[src/rtl/serial_chunk_adder_pkg.sv]
// Shared types and configuration check for serial_chunk_adder.
package serial_chunk_adder_pkg;

  typedef logic [0:0] state_t;

  localparam state_t IDLE = 1'b0;
  localparam state_t RUN  = 1'b1;

  // A legal configuration splits WIDTH into whole chunks of at least one bit.
  function automatic bit cfg_legal(input int width, input int chunk);
    return (width >= 1) && (chunk >= 1) && (chunk <= width) && ((width % chunk) == 0);
  endfunction

endpackage

[src/rtl/chunk_ripple_adder.sv]
// Combinational CHUNK-bit ripple-carry adder slice used by serial_chunk_adder.
module chunk_ripple_adder #(
  parameter int CHUNK = 2
) (
  input  logic [CHUNK-1:0] x,
  input  logic [CHUNK-1:0] y,
  input  logic             ci,
  output logic [CHUNK-1:0] s,
  output logic             co
);

  always_comb begin : ripple
    logic c;
    // NOTE: every output of a combinational block gets a value before any
    // conditional or loop logic, so no path can leave it unassigned (latch).
    c = ci;
    s = '0;
    for (int i = 0; i < CHUNK; i++) begin
      s[i] = x[i] ^ y[i] ^ c;
      c    = (x[i] & y[i]) | (c & (x[i] ^ y[i]));
    end
    co = c;
  end

endmodule

[src/rtl/serial_chunk_adder.sv]
// Multi-cycle adder: CHUNK bits per clock, LS chunk first, start/busy/done handshake.
// Optional macro SERIAL_CHUNK_ADDER_SUB_EN adds a 'sub' input selecting a - b.
module serial_chunk_adder
  import serial_chunk_adder_pkg::*;
#(
  parameter int WIDTH = 8,
  parameter int CHUNK = 2
) (
  input  logic             clk,
  input  logic             rst_n,
  input  logic             start,
`ifdef SERIAL_CHUNK_ADDER_SUB_EN
  input  logic             sub,
`endif
  input  logic [WIDTH-1:0] a,
  input  logic [WIDTH-1:0] b,
  input  logic             cin,
  output logic             busy,
  output logic             done,
  output logic [WIDTH-1:0] sum,
  output logic             carry
);

  localparam int NCHUNK = WIDTH / CHUNK;
  localparam int CW     = (NCHUNK > 1) ? $clog2(NCHUNK) : 1;
  localparam logic [CW-1:0] LAST = CW'(NCHUNK - 1);

  if (!cfg_legal(WIDTH, CHUNK)) begin : g_cfg_check
    $error("serial_chunk_adder: WIDTH must be a multiple of CHUNK with 1 <= CHUNK <= WIDTH");
  end

  state_t           state;
  logic [WIDTH-1:0] op_a;
  logic [WIDTH-1:0] op_b;
  logic [WIDTH-1:0] part;
  logic [WIDTH-1:0] part_next;
  logic             c_reg;
  logic [CW-1:0]    cnt;
  logic [WIDTH-1:0] b_eff;
  logic             cin_eff;
  logic [CHUNK-1:0] chunk_s;
  logic             chunk_co;

  // Subtraction is folded in at acceptance: a - b == a + ~b + 1.
`ifdef SERIAL_CHUNK_ADDER_SUB_EN
  assign b_eff   = sub ? ~b : b;
  assign cin_eff = sub ? 1'b1 : cin;
`else
  assign b_eff   = b;
  assign cin_eff = cin;
`endif

  chunk_ripple_adder #(.CHUNK(CHUNK)) u_chunk (
    .x  (op_a[cnt*CHUNK +: CHUNK]),
    .y  (op_b[cnt*CHUNK +: CHUNK]),
    .ci (c_reg),
    .s  (chunk_s),
    .co (chunk_co)
  );

  always_comb begin
    part_next = part;
    part_next[cnt*CHUNK +: CHUNK] = chunk_s;
  end

  assign busy = (state == RUN);

  always_ff @(posedge clk or negedge rst_n) begin
    if (!rst_n) begin
      state <= IDLE;
      op_a  <= '0;
      op_b  <= '0;
      part  <= '0;
      c_reg <= 1'b0;
      cnt   <= '0;
      done  <= 1'b0;
      sum   <= '0;
      carry <= 1'b0;
    end else begin
      // NOTE: state registers use non-blocking assignments so every register
      // samples pre-edge values, independent of statement order.
      done <= 1'b0;
      if (state == IDLE) begin
        if (start) begin
          op_a  <= a;
          op_b  <= b_eff;
          c_reg <= cin_eff;
          cnt   <= '0;
          state <= RUN;
        end
      end else begin
        part  <= part_next;
        c_reg <= chunk_co;
        cnt   <= cnt + 1'b1;
        if (cnt == LAST) begin
          sum   <= part_next;
          carry <= chunk_co;
          done  <= 1'b1;
          state <= IDLE;
        end
      end
    end
  end

endmodule
[config.mk]
export PLATFORM = sky130hd
export DESIGN_NAME = serial_chunk_adder
export DESIGN_NICKNAME = d
export VERILOG_FILES = /design/src/rtl/serial_chunk_adder_pkg.sv /design/src/rtl/chunk_ripple_adder.sv /design/src/rtl/serial_chunk_adder.sv
export SDC_FILE = /design/constraint.sdc
export NUM_CORES = 1
export LEC_CHECK = 0
export CELL_PAD_IN_SITES_DETAIL_PLACEMENT = 0
export CELL_PAD_IN_SITES_GLOBAL_PLACEMENT = 1
export CORE_ASPECT_RATIO = 0.75
export CORE_MARGIN = 8
export CORE_UTILIZATION = 37
export CTS_CLUSTER_SIZE = 40
export DETAILED_ROUTE_END_ITERATION = 8
export PLACE_DENSITY_LB_ADDON = 0.1
export SYNTH_ARGS = -nofsm -noshare
export SYNTH_HDL_FRONTEND = slang
export SYNTH_SLANG_ARGS = --single-unit
export TNS_END_PERCENT = 20
[constraint.sdc]
create_clock -name clk -period 2.95 [get_ports clk]
set_clock_uncertainty 0.1 [all_clocks]
set_input_delay 0.59 -clock clk [delete_from_list [all_inputs] [get_ports clk]]
set_output_delay 0.59 -clock clk [all_outputs]
set_load 0.03 [all_outputs]
==> qor.yml <==
vdd_drop_max_mv: 0.4657
busiest_layer: "met2"
crit_type: "reg -> reg"
postSynth.asyncResetShare_pct: 100.0
yosysMostFrequentCell: "dfrtp_1"
ys_ff_latch: 36
worst_setup_path_end_kind: "flip-flop"
clkTransAtPathRegs_ns: 0.07
h-tree-depth: 2
finalCritPeriodShare_pct: 96.30
whs_ns: 0.3725
hold_buffers: 0
ys_warn_count: 0
use_met3_pct: 3.839
grt_pass1_vias: 1235
hold_viol: 0
maxSlewViolCount: 0
max_slew.worst_pin.slew_ns: 0.4589
via_count: 1163
hp-class: "reg -> reg"
synth_fp_nets: 162
grt_overflow: 0
place_congestion: 0.7504
avgSynthCellArea_um2: 12.97
cts_made_buffers: 5
rows: 21
grt_pass1_wl_mm: 6.154
clkLatencyLatePin_ns: 0.27
antenna_cells: 0
cts.sinks: 36
antenna_found_initial: 0
syn_area_um2: 1750
seqPwrFrac_pct: 33.7
drc: 0
clockRootBuffer: "clkbuf_8"
comb_power_share_pct: 53.7
die_h_um: 75.57
syn_to_final_growth_pct: 25.45
fmax_mhz: 352.0
ys_seq_area_share_pct: 51.47
pin_count: 31
grt_max_degree: 37
start_util_pct: 38.73
intPower_uw: 1544
post_cts_buffers: 0
crit_arrival_ns: 2.94
dieArea_um2: 7210
synth_area_leader_cell: "dfrtp_1"
routed_wl_mm: 3.587
synthFlopType: "dfrtp_1"
core_area_um2: 4519
p_leak_uw: 0.001010
pwr-share-clk_pct: 12.6
antenna_left: 0
syn_inst: 135
ys_top_cells_by_area: "dfrtp_1 51%, mux2_4 7.7%, mux4_1 6.0%, mux2_1 3.9%, ha_1 3.6%"
setup_violations: 0
post-synth-top-area-fraction_pct: 51.47
drtPass1Iterations: 4
status: "completed"
tns_ns: 0
switching_share_pct: 38.79
required_ns: 3.04
critPathLaunchType: "flip-flop"
io_buffers: 30
drt_iter0_markers: 57
hpwl_mm: 2.682
rsz0062_at_grt: "false"
reg_top3: "op_a: 8 flops, op_b: 8 flops, sum: 8 flops"
vias_per_cell: 5.079
powerDensity_nw_per_um2: 1149
post-route-min-period_ns: 2.841
finalWorstSetupSlack_ns: 0.1091
fp.dieW_um: 95.42
drive_gt1_share_pct: 15.12
drv_cap: 0
track_usage_pct: 11.15
finalNetCount: 199
use_met2_pct: 16.81
slew_headroom_pct: 69.40
p_sw_uw: 978.5
ys_top_cells_by_count: "36 x dfrtp_1, 13 x nand2_1, 12 x nor2_1"
synth_enable_flop_cells: 0
avgRoutedWirePerCell_um: 15.66
place_ws_ns: 0.1337
grt_use_met1_pct: 14.90
synth.distinct_cells: 35
cts_tree: "built"
cts_buffer_depth: 2
worstPathMaxFanout: 5
critical path, stage by stage, from the launching register on:
cell,delay (ns)
dfrtp_1,0.40
mux4_1,0.59
fa_1,0.44
fa_2,0.60
nand2b_1,0.09
or3_1,0.40
a21oi_1,0.14
power by group through the flow:
stage / logic (uW) / registers [uW] / clock network, uW
after floorplan: 876 / 935 / 0
after global placement: 1340 / 847 / 0
after detailed placement: 1340 / 854 / 0
after CTS: 1350 / 851 / 334
after global routing: 1490 / 879 / 356
final: 1350 / 851 / 317
metal layers:
metal | vias to the layer above | part of all wire [%]
met1 | 585 | 49
met3 | 2 | 5.6
met4 | 0 | 0.47
met2 | 25 | 45
li1 | 551 | -
met5 | - | 0
kinds of logic (layout without fill, tap and decap cells):
logic type                 after synthesis  in the layout  synth area share [%]
buffers and inverters                   10             47                 3.573
and+or+nand+nor                         42             42                 12.37
AOI/OAI and AO/OA                       18             18                 7.291
muxes                                   22             22                 19.44
adders and majority gates                7              7                 5.861
DFF                                     36             36                 51.47
through the flow:
step / cells / util, % / power, uW / cell area, um^2
6_report: 229 / 48.59 / 2522 / 2196
5_1_grt: 229 / 48.59 / 2725 / 2196
4_1_cts: 229 / 48.53 / 2537 / 2193
3_5_place_dp: 222 / 46.82 / 2198 / 2116
3_3_place_gp: 222 / 46.82 / 2182 / 2116
2_1_floorplan: 135 / - / 1811 / 1750
layout by cell type, fill, tap and decap left out, types with 2 or more instances in the layout:
master | Yosys | final
mux2_2 | 2 | 2
nand2_1 | 13 | 13
nor2_1 | 12 | 12
dfrtp_1 | 36 | 36
a21o_1 | 4 | 4
a32o_1 | 2 | 2
a221oi_1 | 2 | 2
clkbuf_8 | 0 | 5
nand3_1 | 2 | 2
a21oi_1 | 3 | 3
o22ai_1 | 2 | 2
ha_1 | 5 | 5
clkdlybuf4s50_1 | 0 | 30
nor2b_1 | 2 | 2
nand4b_1 | 2 | 2
mux2_1 | 6 | 6
buf_4 | 0 | 5
mux2_4 | 9 | 9
nand2b_1 | 3 | 3
mux4_1 | 4 | 4
inv_1 | 4 | 4
o21ai_0 | 2 | 2
cell type report:
cell class,instances,area [um^2]
inverters,5,18.77
fillers,423,2323
well taps,57,71.32
multi-input cells,89,789.5
repair buffers,35,337.8
clock buffers,6,72.57
flip-flops and latches,36,900.9
clock inverters,1,5.005
worst paths after layout:
| check | slack [ns] | start | cells past startpoint | end |
|---|---|---|---|---|
| max in group asynchronous | 1.79 | rst_n | 2 | sum[2]$_DFFE_PN0P_ |
| max | 0.11 | cnt[0]$_DFFE_PN0P_ | 6 | sum[1]$_DFFE_PN0P_ |
| max reg2reg | 0.11 | cnt[0]$_DFFE_PN0P_ | 6 | sum[1]$_DFFE_PN0P_ |
| min reg2reg | 0.37 | part[4]$_DFFE_PN0P_ | 2 | part[4]$_DFFE_PN0P_ |
| min in group asynchronous | 0.62 | rst_n | 2 | op_b[0]$_DFFE_PN0P_ |
| min | 0.37 | part[4]$_DFFE_PN0P_ | 2 | part[4]$_DFFE_PN0P_ |
what timing repair did:
action | CTS | global route
setup endpoints to repair | 0 | 1
resized for setup | 0 | 1
hold endpoints to repair | 0 | 0
No activity file was read; power rests on OpenSTA's default activity.
